===== src/rtl/spi_slave_rx.sv =====
// spi_slave_rx
// FPGA-side SPI mode 0 responder for the MCU -> motor-control link.
// All logic runs in the clk domain: the MCU pins are oversampled through
// synchroniser chains, edges are decoded locally, MOSI is deserialised
// MSB-first into rx_data and tx_data is serialised MSB-first onto miso.
//
// Ports:
//   clk        system clock, at least 8x the sck frequency
//   reset      synchronous, active-high
//   sck        SPI clock from the MCU (asynchronous)
//   mosi       SPI data from the MCU (asynchronous)
//   ncs        SPI chip select, active-low (asynchronous)
//   miso       SPI data to the MCU
//   miso_oe    output enable for the miso pad driver
//   tx_data    next word to transmit, sampled when tx_ack fires
//   tx_ack     one-cycle pulse, tx_data was latched on this edge
//   rx_data    last complete received word
//   rx_valid   one-cycle pulse, rx_data was updated on this edge
//   frame_err  one-cycle pulse, ncs deasserted mid-word
//   busy       frame in progress (synchronised ncs low and armed)
module spi_slave_rx #(
    parameter int DATA_WIDTH  = 16,
    parameter int SYNC_STAGES = 2
) (
    input  logic                  clk,
    input  logic                  reset,
    input  logic                  sck,
    input  logic                  mosi,
    input  logic                  ncs,
    output logic                  miso,
    output logic                  miso_oe,
    input  logic [DATA_WIDTH-1:0] tx_data,
    output logic                  tx_ack,
    output logic [DATA_WIDTH-1:0] rx_data,
    output logic                  rx_valid,
    output logic                  frame_err,
    output logic                  busy
);

    localparam int CNT_W = $clog2(DATA_WIDTH + 1);
    localparam logic [CNT_W-1:0] LAST_BIT = CNT_W'(DATA_WIDTH - 1);

    typedef enum logic [1:0] {
        IDLE,
        SHIFT,
        WAIT_HIGH
    } state_t;

    logic [SYNC_STAGES-1:0] sckSync_q;
    logic [SYNC_STAGES-1:0] mosiSync_q;
    logic [SYNC_STAGES-1:0] ncsSync_q;
    logic                   sckHist_q;
    logic                   ncsHist_q;

    logic sckS;
    logic mosiS;
    logic ncsS;
    logic sckRise;
    logic sckFall;
    logic ncsRise;
    logic ncsFall;

    state_t                 state_q,    state_d;
    logic [DATA_WIDTH-1:0]  shiftIn_q,  shiftIn_d;
    logic [DATA_WIDTH-1:0]  shiftOut_q, shiftOut_d;
    logic [CNT_W-1:0]       bitCnt_q,   bitCnt_d;
    logic                   wordDone_q, wordDone_d;
    logic [DATA_WIDTH-1:0]  rxData_q,   rxData_d;
    logic                   rxValid_q,  rxValid_d;
    logic                   txAck_q,    txAck_d;
    logic                   frameErr_q, frameErr_d;
    logic                   miso_q,     miso_d;
    logic                   misoOe_q,   misoOe_d;
    logic                   busy_q,     busy_d;
    logic [DATA_WIDTH-1:0]  shiftedIn;

    // The synchronisers and history flops run freely, even during reset, so
    // that the reset branch below can see a settled ncs level and decide
    // whether a frame was already in flight when reset was applied.
    always_ff @(posedge clk) begin
        sckSync_q  <= {sckSync_q[SYNC_STAGES-2:0], sck};
        mosiSync_q <= {mosiSync_q[SYNC_STAGES-2:0], mosi};
        ncsSync_q  <= {ncsSync_q[SYNC_STAGES-2:0], ncs};
        sckHist_q  <= sckSync_q[SYNC_STAGES-1];
        ncsHist_q  <= ncsSync_q[SYNC_STAGES-1];
    end

    // Edges compare the last synchroniser stage with its one-cycle-old copy,
    // so every decoded edge acts two clk edges after the pin was first sampled.
    always_comb begin
        sckS    = sckSync_q[SYNC_STAGES-1];
        mosiS   = mosiSync_q[SYNC_STAGES-1];
        ncsS    = ncsSync_q[SYNC_STAGES-1];
        sckRise = sckS & ~sckHist_q;
        sckFall = ~sckS & sckHist_q;
        ncsRise = ncsS & ~ncsHist_q;
        ncsFall = ~ncsS & ncsHist_q;
    end

    // State and datapath registers. A reset that lands while ncs is low parks
    // the block in WAIT_HIGH so the tail of that frame is never mistaken for
    // the start of a new word.
    always_ff @(posedge clk) begin
        if (reset) begin
            state_q    <= ncsS ? IDLE : WAIT_HIGH;
            shiftIn_q  <= '0;
            shiftOut_q <= '0;
            bitCnt_q   <= '0;
            wordDone_q <= 1'b0;
            rxData_q   <= '0;
            rxValid_q  <= 1'b0;
            txAck_q    <= 1'b0;
            frameErr_q <= 1'b0;
            miso_q     <= 1'b0;
            misoOe_q   <= 1'b0;
            busy_q     <= 1'b0;
        end else begin
            state_q    <= state_d;
            shiftIn_q  <= shiftIn_d;
            shiftOut_q <= shiftOut_d;
            bitCnt_q   <= bitCnt_d;
            wordDone_q <= wordDone_d;
            rxData_q   <= rxData_d;
            rxValid_q  <= rxValid_d;
            txAck_q    <= txAck_d;
            frameErr_q <= frameErr_d;
            miso_q     <= miso_d;
            misoOe_q   <= misoOe_d;
            busy_q     <= busy_d;
        end
    end

    // Next-state logic. Everything holds by default and the three pulses
    // default low. Inside SHIFT an ncs rise is checked first so that it wins
    // over an sck edge decoded in the same cycle.
    always_comb begin
        state_d    = state_q;
        shiftIn_d  = shiftIn_q;
        shiftOut_d = shiftOut_q;
        bitCnt_d   = bitCnt_q;
        wordDone_d = wordDone_q;
        rxData_d   = rxData_q;
        rxValid_d  = 1'b0;
        txAck_d    = 1'b0;
        frameErr_d = 1'b0;
        miso_d     = miso_q;
        misoOe_d   = misoOe_q;
        busy_d     = busy_q;
        shiftedIn  = {shiftIn_q[DATA_WIDTH-2:0], mosiS};

        case (state_q)
            IDLE: begin
                if (ncsFall) begin
                    shiftOut_d = tx_data;
                    miso_d     = tx_data[DATA_WIDTH-1];
                    txAck_d    = 1'b1;
                    bitCnt_d   = '0;
                    wordDone_d = 1'b0;
                    misoOe_d   = 1'b1;
                    busy_d     = 1'b1;
                    state_d    = SHIFT;
                end
            end

            SHIFT: begin
                if (ncsRise) begin
                    // A nonzero count means the MCU stopped mid-word; the
                    // partial word is dropped and rx_data keeps its value.
                    frameErr_d = (bitCnt_q != '0);
                    bitCnt_d   = '0;
                    wordDone_d = 1'b0;
                    miso_d     = 1'b0;
                    misoOe_d   = 1'b0;
                    busy_d     = 1'b0;
                    state_d    = IDLE;
                end else if (sckRise) begin
                    shiftIn_d = shiftedIn;
                    if (bitCnt_q == LAST_BIT) begin
                        rxData_d   = shiftedIn;
                        rxValid_d  = 1'b1;
                        wordDone_d = 1'b1;
                        bitCnt_d   = '0;
                    end else begin
                        bitCnt_d = bitCnt_q + 1'b1;
                    end
                end else if (sckFall) begin
                    // The fall after the last bit of a word reloads the
                    // transmitter, so a back-to-back word starts with its MSB
                    // already on miso.
                    if (wordDone_q) begin
                        shiftOut_d = tx_data;
                        miso_d     = tx_data[DATA_WIDTH-1];
                        txAck_d    = 1'b1;
                        wordDone_d = 1'b0;
                    end else begin
                        shiftOut_d = {shiftOut_q[DATA_WIDTH-2:0], 1'b0};
                        miso_d     = shiftOut_q[DATA_WIDTH-2];
                    end
                end
            end

            WAIT_HIGH: begin
                if (ncsS) begin
                    state_d = IDLE;
                end
            end

            default: begin
                state_d = IDLE;
            end
        endcase
    end

    assign miso      = miso_q;
    assign miso_oe   = misoOe_q;
    assign tx_ack    = txAck_q;
    assign rx_data   = rxData_q;
    assign rx_valid  = rxValid_q;
    assign frame_err = frameErr_q;
    assign busy      = busy_q;

endmodule


===== config.mk =====
export PLATFORM = sky130hd
export DESIGN_NAME = spi_slave_rx
export DESIGN_NICKNAME = d
export VERILOG_FILES = /design/src/rtl/spi_slave_rx.sv
export SDC_FILE = /design/constraint.sdc
export NUM_CORES = 1
export LEC_CHECK = 0
export CAP_MARGIN = 20
export CORE_ASPECT_RATIO = 1.5
export CORE_MARGIN = 2
export CORE_UTILIZATION = 45
export CTS_BUF_LIST = sky130_fd_sc_hd__clkbuf_8
export CTS_CLUSTER_SIZE = 30
export DETAILED_ROUTE_END_ITERATION = 8
export PLACE_DENSITY = 0.71
export SETUP_SLACK_MARGIN = 0.02
export SLEW_MARGIN = 20
export SYNTH_ARGS = -nofsm -noshare
export SYNTH_HDL_FRONTEND = slang
export SYNTH_SLANG_ARGS = --single-unit

===== constraint.sdc =====
create_clock -name clk -period 1.58 [get_ports clk]
set_clock_uncertainty 0.05 [all_clocks]
set_input_delay 0.316 -clock clk [delete_from_list [all_inputs] [get_ports clk]]
set_output_delay 0.316 -clock clk [all_outputs]
set_load 0.01 [all_outputs]

==> run_results.csv, run 1 <==
group,metric,value,unit
cts,clkSinkCount,67,
worst_hold_path,worstHoldStart,"mosiSync_q[0]",
power_and_ir_drop,p_switching,1.02,mW
cts,cts_buffers,9,
place,dp_cells,442,
worst_setup_path,critPathBufInv,1,
floorplanning,fp.dieW,68.7,um
cts,cts-root-buf,"clkbuf_8",
worst_setup_path,cp_slowest_cell,"edfxtp_1",
power_and_ir_drop,p_clk_frac,0.361,
logic_synthesis,ys_ff_latch,67,
logic_synthesis,syn_avg_cell_area,8.63,um2
logic_synthesis,syn_inst,327,
global_routing,overflow,0,
logic_synthesis,synth_top_cells_by_area,"dfxtp_1 (46%), a21oi_1 (9.0%), nand2_1 (6.5%)",
power_and_ir_drop,p_seq_frac,0.467,
drt,dr.pass1.iters,4,
timing,worst_pin_slew,448,ps
timing,period_share,1.08,
global_routing,grt_pass1_wl,9960,um
timing,hold_violations,0,
cts,clk_latency,340,ps
floorplanning,core_area,6090,um2
worst_setup_path,crit_type,"flip-flop to flip-flop",
floorplanning,fp.dieH,101,um
cells_and_area,insertedDiodeCount,0,
place,place_congestion,0.814,
floorplanning,die_area,6940,um2
floorplanning,ios,43,
logic_synthesis,ys_warn_count,0,
worst_setup_path,rr_startpoint,"state_q[0]",
power_and_ir_drop,power_density,911,nW/um2
cells_and_area,layout.nets,419,
cells_and_area,area_delta_synth_final,49.0,%
logic_synthesis,seq_area_frac_synth,0.482,
timing,finalSetupViolCount,29,
place,dp_hpwl,4040,um
worst_hold_path,hold_path_class,"flip-flop to flip-flop",
outcome,outcome,"finished, violations left",
cells_and_area,n_fill_cell,457,
outcome,violations,"setup timing",
drt,drtAntennaViolNets,0,
cts,cts_max_level,3,
worst_setup_path,cp_top_family,"simple AND/OR/NAND/NOR gates",
cts,cts_tree,"done",
logic_synthesis,synth_top_area_frac,0.461,
worst_setup_path,critPathLaunch,"state_q[0]",
cells_and_area,register_area,1370,um2
worst_setup_path,slowest_delay,460,ps
logic_synthesis,synthesis.nets,352,
drt,post_drt_via_cell_ratio,5.43,
logic_synthesis,synth_edf_count,2,
worst_setup_path,crit_path_end_kind,"flip-flop",
worst_setup_path,cp.arrival,1910,ps
global_routing,grt_pass1_vias,2236,
timing,fmax,0.588,GHz
drt,initialDrtViolationCount,157,
worst_setup_path,cp_max_fo,15,
cts,clockBufferDepth,2,
worst_setup_path,cp-start-kind,"flip-flop",
timing,drv_slew,0,
timing,rsz0062_at_grt,"true",
power_and_ir_drop,ir_worst_vdd,0.695,mV
drt,routedWlPerCell,15.1,um
timing,fin_hold_ws,280,ps
cts,path_clk_slew,80,ps
place,port_buffers,42,
drt,drc,0,
cells_and_area,post-route-util,0.691,
floorplanning,fp-row-count,35,
power_and_ir_drop,p_leak,1.62,nW
drt,wl,7130,um
power_and_ir_drop,p_comb_frac,0.172,
timing,fin_crit,1700,ps
logic_synthesis,synth.distinct_cells,43,
global_routing,grt_start_max_net_pins,33,
timing,slew_headroom,0.701,
power_and_ir_drop,p_int,2.81,mW
timing,setup_slack,-121,ps
logic_synthesis,synth_area,2820,um2
worst_setup_path,required,1790,ps
cells_and_area,drive_gt1_frac,0.338,
power_and_ir_drop,swShare,0.266,
power_and_ir_drop,p_total,3.83,mW
timing,tns,-1180,ps
cells_and_area,multi_input_area,1710,um2
job,drv_cap,0,
logic_synthesis,synthArstFlopShare,0,
cells_and_area,mostFrequentLayoutCells,"dfxtp_1 (61), nand2_1 (39), a21oi_1 (25), a21oi_2 (25), buf_4 (25)",
global_routing,grt.total_usage,0.189,
logic_synthesis,ys.flop_type,"dfxtp_1",
cells_and_area,layout_commonest_cell,"dfxtp_1",
floorplanning,start_util,0.464,
worst_setup_path,path_cells,"nor3b_2, buf_12, mux2i_1, or3_1, a21oi_1",
drt,vias,2567,
cells_and_area,fin_cells,473,
logic_synthesis,yosysTopAreaCell,"dfxtp_1",
global_routing,antenna_found_initial,0,
## worst paths after layout
check | to | slack (ps) | depth (start not counted)
setup / recovery | shiftOut_q[8] | -120 | 5
hold / removal | mosiSync_q[1] | 280 | 0
setup reg to reg | shiftOut_q[8] | -120 | 5
hold reg to reg | mosiSync_q[1] | 280 | 0
## cells by family (layout without fill, tap and decap cells)
family,after synthesis,after routing,share of synthesized area
xor+xnor,1,1,0.00310
fa+ha+maj,4,4,0.0177
compound gates,87,87,0.168
mux,15,15,0.0532
simple gates,117,117,0.214
buf+inv,36,108,0.0616
flops,67,67,0.482
## power by group through the flow
stage	Combinational, mW	Sequential [mW]	Clock, mW
after floorplan	0.309	1.82	0
after global routing	0.709	1.79	1.49
after detailed placement	0.488	1.82	0
after global placement	0.481	1.82	0
final	0.661	1.79	1.38
after CTS	0.534	1.78	1.41
## timing repair
item | 4_1_cts | 5_1_grt
endpoints found under the hold margin | 0 | 0
pin swaps | 3 | 43
buffers inserted | 4 | 5
resized for setup | 32 | 100
hold buffers | 0 | 0
endpoints found under the setup margin | 71 | 59
cloned | 2 | 4
## area by class of cell
type / instances / share of cell area
multi-input cells: 224 / 0.407
flip-flops and latches: 67 / 0.325
repair buffers: 84 / 0.193
clock buffers: 9 / 0.0295
well taps: 74 / 0.0220
clock inverters: 7 / 0.0164
inverters: 8 / 0.00714
## synth_stat cells, types with 2 or more instances
master,n
o22ai_1,2
nand2b_1,4
mux2i_1,15
nor2_1,7
nor3_1,2
nor2b_1,8
ha_1,4
nor4b_1,2
o21a_1,2
a2111oi_0,2
a21oi_1,51
clkbuf_1,15
edfxtp_1,2
nand3_1,19
or4b_1,2
nand2_1,49
dfxtp_1,65
or3_1,15
buf_2,9
o21ai_0,22
inv_1,8
## flip-flops by register name (all words and copies together), names as in the netlist, 2 cells and up
signal,cells
ncsSync_q,2
rx_data,16
mosiSync_q,2
sckSync_q,2
state_q,2
shiftIn_q,15
shiftOut_q,15
bitCnt_q,5
## routing by layer
| metal | global-route usage | wire [um] |
|---|---|---|
| met2 | 0.335 | 3900 |
| met3 | 0.0402 | 261 |
| met1 | 0.208 | 2890 |
| met5 | 0 | 0 |
| met4 | 0.0815 | 80 |
## through the flow
step	area (um2)	setup WS [ps]
after CTS	3680	-95.8
after global placement	3420	-15.4
final	4210	-121
after detailed placement	3420	-86.6
after floorplan	2850	-57.7
after global routing	4210	-174
Power figures use the tool's default switching activity.
==> run 2: changes to the inputs <==
--- a/config.mk
+++ b/config.mk
@@ -12,7 +12,8 @@
 export CTS_BUF_LIST = sky130_fd_sc_hd__clkbuf_8
 export CTS_CLUSTER_SIZE = 30
 export DETAILED_ROUTE_END_ITERATION = 8
-export PLACE_DENSITY = 0.71
+export PLACE_DENSITY = 0.68
+export REMOVE_ABC_BUFFERS = 1
 export SETUP_SLACK_MARGIN = 0.02
 export SLEW_MARGIN = 20
 export SYNTH_ARGS = -nofsm -noshare
==> constraint.sdc (replaced) <==
create_clock -name clk -period 1.65 [get_ports clk]
set_clock_uncertainty 0.05 [all_clocks]
set_input_delay 0.33 -clock clk [delete_from_list [all_inputs] [get_ports clk]]
set_output_delay 0.33 -clock clk [all_outputs]
set_load 0.01 [all_outputs]
==> run 2 against run 1 <==
  * The flow still finishes with violations (setup timing)
  * Cell area is 8.1% lower
  * Register-to-register slack better by 90 ps
  * Critical path depth stayed put
  * Combinational power is 16% lower
  * Wire length is 7.0% lower
  * Die area stayed put
  * Power is 1.2% lower
  * Sequential power is 4% lower
  * Worst hold slack worse by 7.6 ps
  * Sequential share of layout area is 2.9 points higher
  * Fmax is 0.92% higher
==> run_results.csv, run 2 (synthesized netlist as in run 1, its figures left out) <==
group,metric,value,unit
drt,post_drt_via_cell_ratio,5.37,
timing,fin_hold_ws,272,ps
cells_and_area,area_delta_synth_final,37.0,%
timing,finalSetupViolCount,5,
drt,wl,6630,um
worst_setup_path,crit_path_end_kind,"flip-flop",
timing,setup_slack,-35.3,ps
timing,fin_crit,1690,ps
power_and_ir_drop,power_density,979,nW/um2
floorplanning,fp.dieW,68.7,um
global_routing,grt_pass1_wl,10600,um
worst_setup_path,cp.arrival,1910,ps
worst_setup_path,required,1880,ps
cts,cts-root-buf,"clkbuf_8",
place,dp_hpwl,4170,um
cts,path_clk_slew,70,ps
place,dp_cells,441,
cells_and_area,design_area,3870,um2
power_and_ir_drop,p_total,3.78,mW
floorplanning,fp-row-count,35,
drt,routedWlPerCell,14.3,um
worst_setup_path,cp-start-kind,"flip-flop",
cts,cts_tree,"done",
worst_setup_path,cp_max_fo,5,
power_and_ir_drop,p_comb_frac,0.147,
power_and_ir_drop,swShare,0.256,
outcome,outcome,"finished, violations left",
cells_and_area,layout_commonest_cell,"dfxtp_1",
floorplanning,fp.dieH,101,um
cells_and_area,fin_cells,463,
global_routing,grt_start_max_net_pins,32,
drt,dr.pass1.iters,4,
cts,cts_buffers,9,
timing,slew_headroom,0.704,
global_routing,antenna_found_initial,0,
job,drv_cap,0,
global_routing,overflow,0,
drt,drc,0,
timing,drv_slew,0,
cts,clkSinkCount,67,
cts,clk_latency,340,ps
worst_setup_path,crit_type,"flip-flop to flip-flop",
floorplanning,start_util,0.464,
cells_and_area,drive_gt1_frac,0.190,
timing,period_share,1.02,
outcome,violations,"setup timing",
floorplanning,die_area,6940,um2
cts,cts_hold_buf,0,
power_and_ir_drop,p_int,2.82,mW
global_routing,grt.total_usage,0.200,
power_and_ir_drop,p_clk_frac,0.402,
global_routing,grt_pass1_vias,2395,
cts,clockBufferDepth,2,
power_and_ir_drop,p_leak,1.51,nW
cells_and_area,mostFrequentLayoutCells,"dfxtp_1 (62), nand2_1 (49), a21oi_1 (45)",
timing,fmax,0.593,GHz
cells_and_area,insertedDiodeCount,0,
place,port_buffers,42,
drt,vias,2485,
drt,initialDrtViolationCount,132,
place,place_congestion,0.759,
power_and_ir_drop,p_switching,969,uW
timing,rsz0062_at_grt,"true",
drt,drtAntennaViolNets,0,
power_and_ir_drop,ir_worst_vdd,0.618,mV
cells_and_area,layout.nets,409,
cts,cts_max_level,3,
power_and_ir_drop,p_seq_frac,0.451,
timing,worst_pin_slew,443,ps
worst_hold_path,hold_path_class,"flip-flop to flip-flop",
floorplanning,core_area,6090,um2
place,dpl_cell_area,3420,um2
timing,hold_violations,0,
floorplanning,ios,43,
cells_and_area,largest_register_ffs,16,
-- run 2: cell types whose count changed in the layout (fill, tap and decap cells not counted), moves of 3 or more --
cell             previous run  this run
nand2_1                    39        49
clkdlybuf4s50_1            19        26
nand2_4                     7         0
a21oi_2                    25         6
dlymetal6s2s_1              2         8
nand3_2                     7         0
nand3_1                     4        19
a21oi_1                    25        45
inv_1                       9         6
buf_6                      10         2
dlygate4sd2_1              20         7
nand2_2                     3         0
nand3_4                     8         0
-- run 2: cell type report --
| cell class | count | area (um2) |
|---|---|---|
| fillers | 531 | 2220 |
| multi-input cells | 225 | 1400 |
| flip-flops and latches | 67 | 1370 |
| repair buffers | 73 | 749 |
| clock buffers | 9 | 124 |
| clock inverters | 7 | 100 |
| well taps | 74 | 92.6 |
| inverters | 8 | 32.5 |
-- run 2: layer usage --
metal | GRT usage | up-vias | wire length, um
met2 | 0.341 | 46 | 3500
met3 | 0.0581 | 4 | 285
met5 | 0 | - | 0
met1 | 0.229 | 1184 | 2790
met4 | 0.0738 | 0 | 55
li1 | - | 1251 | -
-- run 2: path summary, 6_finish.rpt --
check | start | to | slack, ps | cells past startpoint
max reg2reg | state_q[0] | shiftOut_q[0] | -40 | 5
min reg2reg | sckSync_q[0] | sckSync_q[1] | 270 | 0
max | state_q[0] | shiftOut_q[0] | -40 | 5
min | sckSync_q[0] | sckSync_q[1] | 270 | 0
-- run 2: stage by stage --
stage               setup WS (ps)  TNS [ps]  utilization
floorplan                    -738    -22400            -
global placement            -34.7      -345        0.562
detailed placement           -113     -1220        0.562
CTS                         -37.3     -80.9        0.610
global route                 -119     -1390        0.635
finish                      -35.3     -70.2        0.635
-- run 2: power by group through the flow --
stage | logic (mW) | registers, mW | clock network, mW
finish | 0.554 | 1.71 | 1.52
CTS | 0.504 | 1.70 | 1.56
floorplan | 0.199 | 1.77 | 0
global placement | 0.457 | 1.74 | 0
global route | 0.603 | 1.71 | 1.63
detailed placement | 0.466 | 1.74 | 0
-- run 2: timing repair --
action | CTS | global route
resized for setup | 17 | 34
buffers inserted | 1 | 2
pin swaps | 7 | 17
cloned | 1 | 2
hold endpoints to repair | 0 | 0
setup endpoints to repair | 23 | 61
-- run 2: critical path, cell delays in order, from the launching register on --
cell and delay [ps]:
edfxtp_1 450, nor3b_4 210, buf_4 160, a31oi_4 60, or4b_4 540, a21oi_2 140
==> run 3: changes to the inputs <==
--- a/config.mk
+++ b/config.mk
@@ -6,15 +6,18 @@
 export NUM_CORES = 1
 export LEC_CHECK = 0
 export CAP_MARGIN = 20
+export CELL_PAD_IN_SITES_DETAIL_PLACEMENT = 1
+export CELL_PAD_IN_SITES_GLOBAL_PLACEMENT = 1
 export CORE_ASPECT_RATIO = 1.5
 export CORE_MARGIN = 2
-export CORE_UTILIZATION = 45
+export CORE_UTILIZATION = 42
 export CTS_BUF_LIST = sky130_fd_sc_hd__clkbuf_8
 export CTS_CLUSTER_SIZE = 30
 export DETAILED_ROUTE_END_ITERATION = 8
-export PLACE_DENSITY = 0.68
+export PLACE_DENSITY_LB_ADDON = 0.1
 export REMOVE_ABC_BUFFERS = 1
 export SETUP_SLACK_MARGIN = 0.02
+export SKIP_LAST_GASP = 1
 export SLEW_MARGIN = 20
 export SYNTH_ARGS = -nofsm -noshare
 export SYNTH_HDL_FRONTEND = slang
==> run 3 against run 2 <==
  * The flow still finishes with violations (setup timing)
  * Flip-flop and latch count unchanged
  * Combinational power up 4.9%
  * Worst hold slack improved by 4.7 ps
  * Worst setup slack got worse by 52 ps
  * Via count is 3.4% higher
  * Cell area increased by 0.19%
  * Clock power is 22% lower
  * Sequential power hardly changed
  * Critical path depth increased by 1
  * First-iteration DRC count rose by 15%
  * Die area is 6.8% higher
  * Critical path type unchanged
  * Critical endpoint is now shiftOut_q[13]
==> run_results.csv, run 3 (synthesized netlist as in run 1, its figures left out) <==
group,metric,value,unit
outcome,outcome,"finished, violations left",
outcome,violations,"setup timing",
worst_setup_path,reg2reg_depth,6,
power_and_ir_drop,p_seq_frac,0.493,
worst_hold_path,worstHoldStart,"sckSync_q[0]",
power_and_ir_drop,p_leak,1.61,nW
global_routing,grt.total_usage,0.206,
floorplanning,fp.dieW,70.9,um
floorplanning,ios,43,
timing,slew_headroom,0.722,
cts,cts_max_level,3,
timing,hold_violations,0,
worst_hold_path,hold_path_class,"flip-flop to flip-flop",
global_routing,grt_pass1_vias,2536,
drt,wl,7760,um
cts,path_clk_slew,70,ps
drt,dr.pass1.iters,4,
floorplanning,fp-row-count,36,
power_and_ir_drop,ir_worst_vdd,0.544,mV
floorplanning,die_area,7410,um2
cts,cts-root-buf,"clkbuf_8",
cells_and_area,insertedDiodeCount,0,
cts,clkSinkCount,67,
floorplanning,fp.dieH,104,um
worst_setup_path,crit_path_end_kind,"flip-flop",
global_routing,antenna_found_initial,0,
power_and_ir_drop,power_density,894,nW/um2
worst_setup_path,crit_type,"flip-flop to flip-flop",
cells_and_area,layout_commonest_cell,"dfxtp_1",
worst_hold_path,holdPathEnd,"sckSync_q[1]",
power_and_ir_drop,p_clk_frac,0.340,
drt,post_drt_via_cell_ratio,5.48,
cts,cts_tree,"done",
cells_and_area,largest_register_ffs,16,
place,dp_hpwl,4850,um
timing,fmax,0.576,GHz
worst_setup_path,r2r_end,"shiftOut_q[13]",
cells_and_area,design_area,3870,um2
timing,period_share,1.05,
power_and_ir_drop,swShare,0.273,
drt,drtAntennaViolNets,0,
floorplanning,start_util,0.435,
place,dpl_cell_area,3430,um2
timing,drv_slew,0,
worst_setup_path,required,1890,ps
worst_setup_path,cp-start-kind,"flip-flop",
drt,initialDrtViolationCount,152,
place,port_buffers,42,
worst_setup_path,critPathLaunch,"state_q[0]",
worst_setup_path,cp_max_fo,9,
cts,cts_hold_buf,0,
global_routing,overflow,0,
cts,cts_buffers,9,
timing,rsz0062_at_grt,"true",
timing,tns,-802,ps
power_and_ir_drop,p_int,2.52,mW
global_routing,grt_start_max_net_pins,32,
timing,finalSetupViolCount,19,
power_and_ir_drop,p_comb_frac,0.168,
timing,fin_crit,1740,ps
power_and_ir_drop,p_switching,946,uW
cells_and_area,area_delta_synth_final,37.2,%
timing,worst_pin_slew,417,ps
worst_setup_path,cp.arrival,1980,ps
cts,clockBufferDepth,2,
floorplanning,core_area,6490,um2
cells_and_area,mostFrequentLayoutCells,"dfxtp_1 (62), nand2_1 (48), a21oi_1 (47)",
job,drv_cap,0,
place,place_congestion,0.795,
worst_setup_path,r2r_setup_slack,-90,ps
worst_hold_path,holdPathStages,0,
drt,vias,2569,
timing,setup_slack,-87.4,ps
cts,clk_latency,360,ps
cells_and_area,drive_gt1_frac,0.211,
cells_and_area,layout.nets,414,
place,pre_cts_ws,-189,ps
worst_setup_path,rr_startpoint,"state_q[0]",
global_routing,grt_pass1_wl,12000,um
drt,drc,0,
drt,routedWlPerCell,16.5,um
## run 3: cell type report
class	instances	area (um2)
multi-input combinational	224	1440
inverter	8	30.0
timing repair buffer	79	778
clock inverter	5	23.8
fill	771	2610
tap	76	95.1
sequential	67	1370
clock buffer	10	138
## run 3: worst max-delay path by stage
stage | cells past startpoint | slack (ps) | to
finish | 6 | -90 | shiftOut_q[13]
global route | 6 | -150 | shiftOut_q[13]
CTS | 5 | -100 | bitCnt_q[2]
detailed placement | 5 | -190 | bitCnt_q[2]
global placement | 5 | -150 | bitCnt_q[2]
floorplan | 4 | -740 | shiftOut_q[10]
## run 3: per-stage QoR
| stage | cells | power (mW) | hold WS (ps) | utilization |
|---|---|---|---|---|
| after floorplan | 299 | 1.97 | 260 | - |
| after global placement | 446 | 2.21 | 262 | 0.529 |
| after detailed placement | 446 | 2.22 | 264 | 0.529 |
| after CTS | 465 | 3.43 | 278 | 0.568 |
| after global routing | 469 | 3.62 | 278 | 0.597 |
| final | 469 | 3.46 | 277 | 0.597 |
## run 3: critical path, cell delays in order, from the launching register on
cell      delay (ps)
edfxtp_1         460
nor3b_4          230
buf_4            160
a31oi_4           60
buf_6            180
or3_1            370
a21oi_2          150
## run 3: per-layer routing
layer,wire length (um),track usage,vias to the layer above
met4,128,0.0809,0
met3,194,0.0562,9
met1,3320,0.250,1268
met5,0,0,-
met2,4110,0.342,36
li1,-,-,1256
## run 3: power groups by stage
stage	clock, mW	combinational [mW]	sequential [mW]
after floorplan	0	0.199	1.77
after global placement	0	0.466	1.74
after detailed placement	0	0.476	1.74
after CTS	1.20	0.526	1.70
after global routing	1.28	0.626	1.71
final	1.18	0.581	1.71
## run 3: timing repair
action,4_1_cts,5_1_grt
pin swaps,6,5
setup endpoints to repair,55,70
cloned,0,3
resized for setup,20,45
buffers inserted,4,1
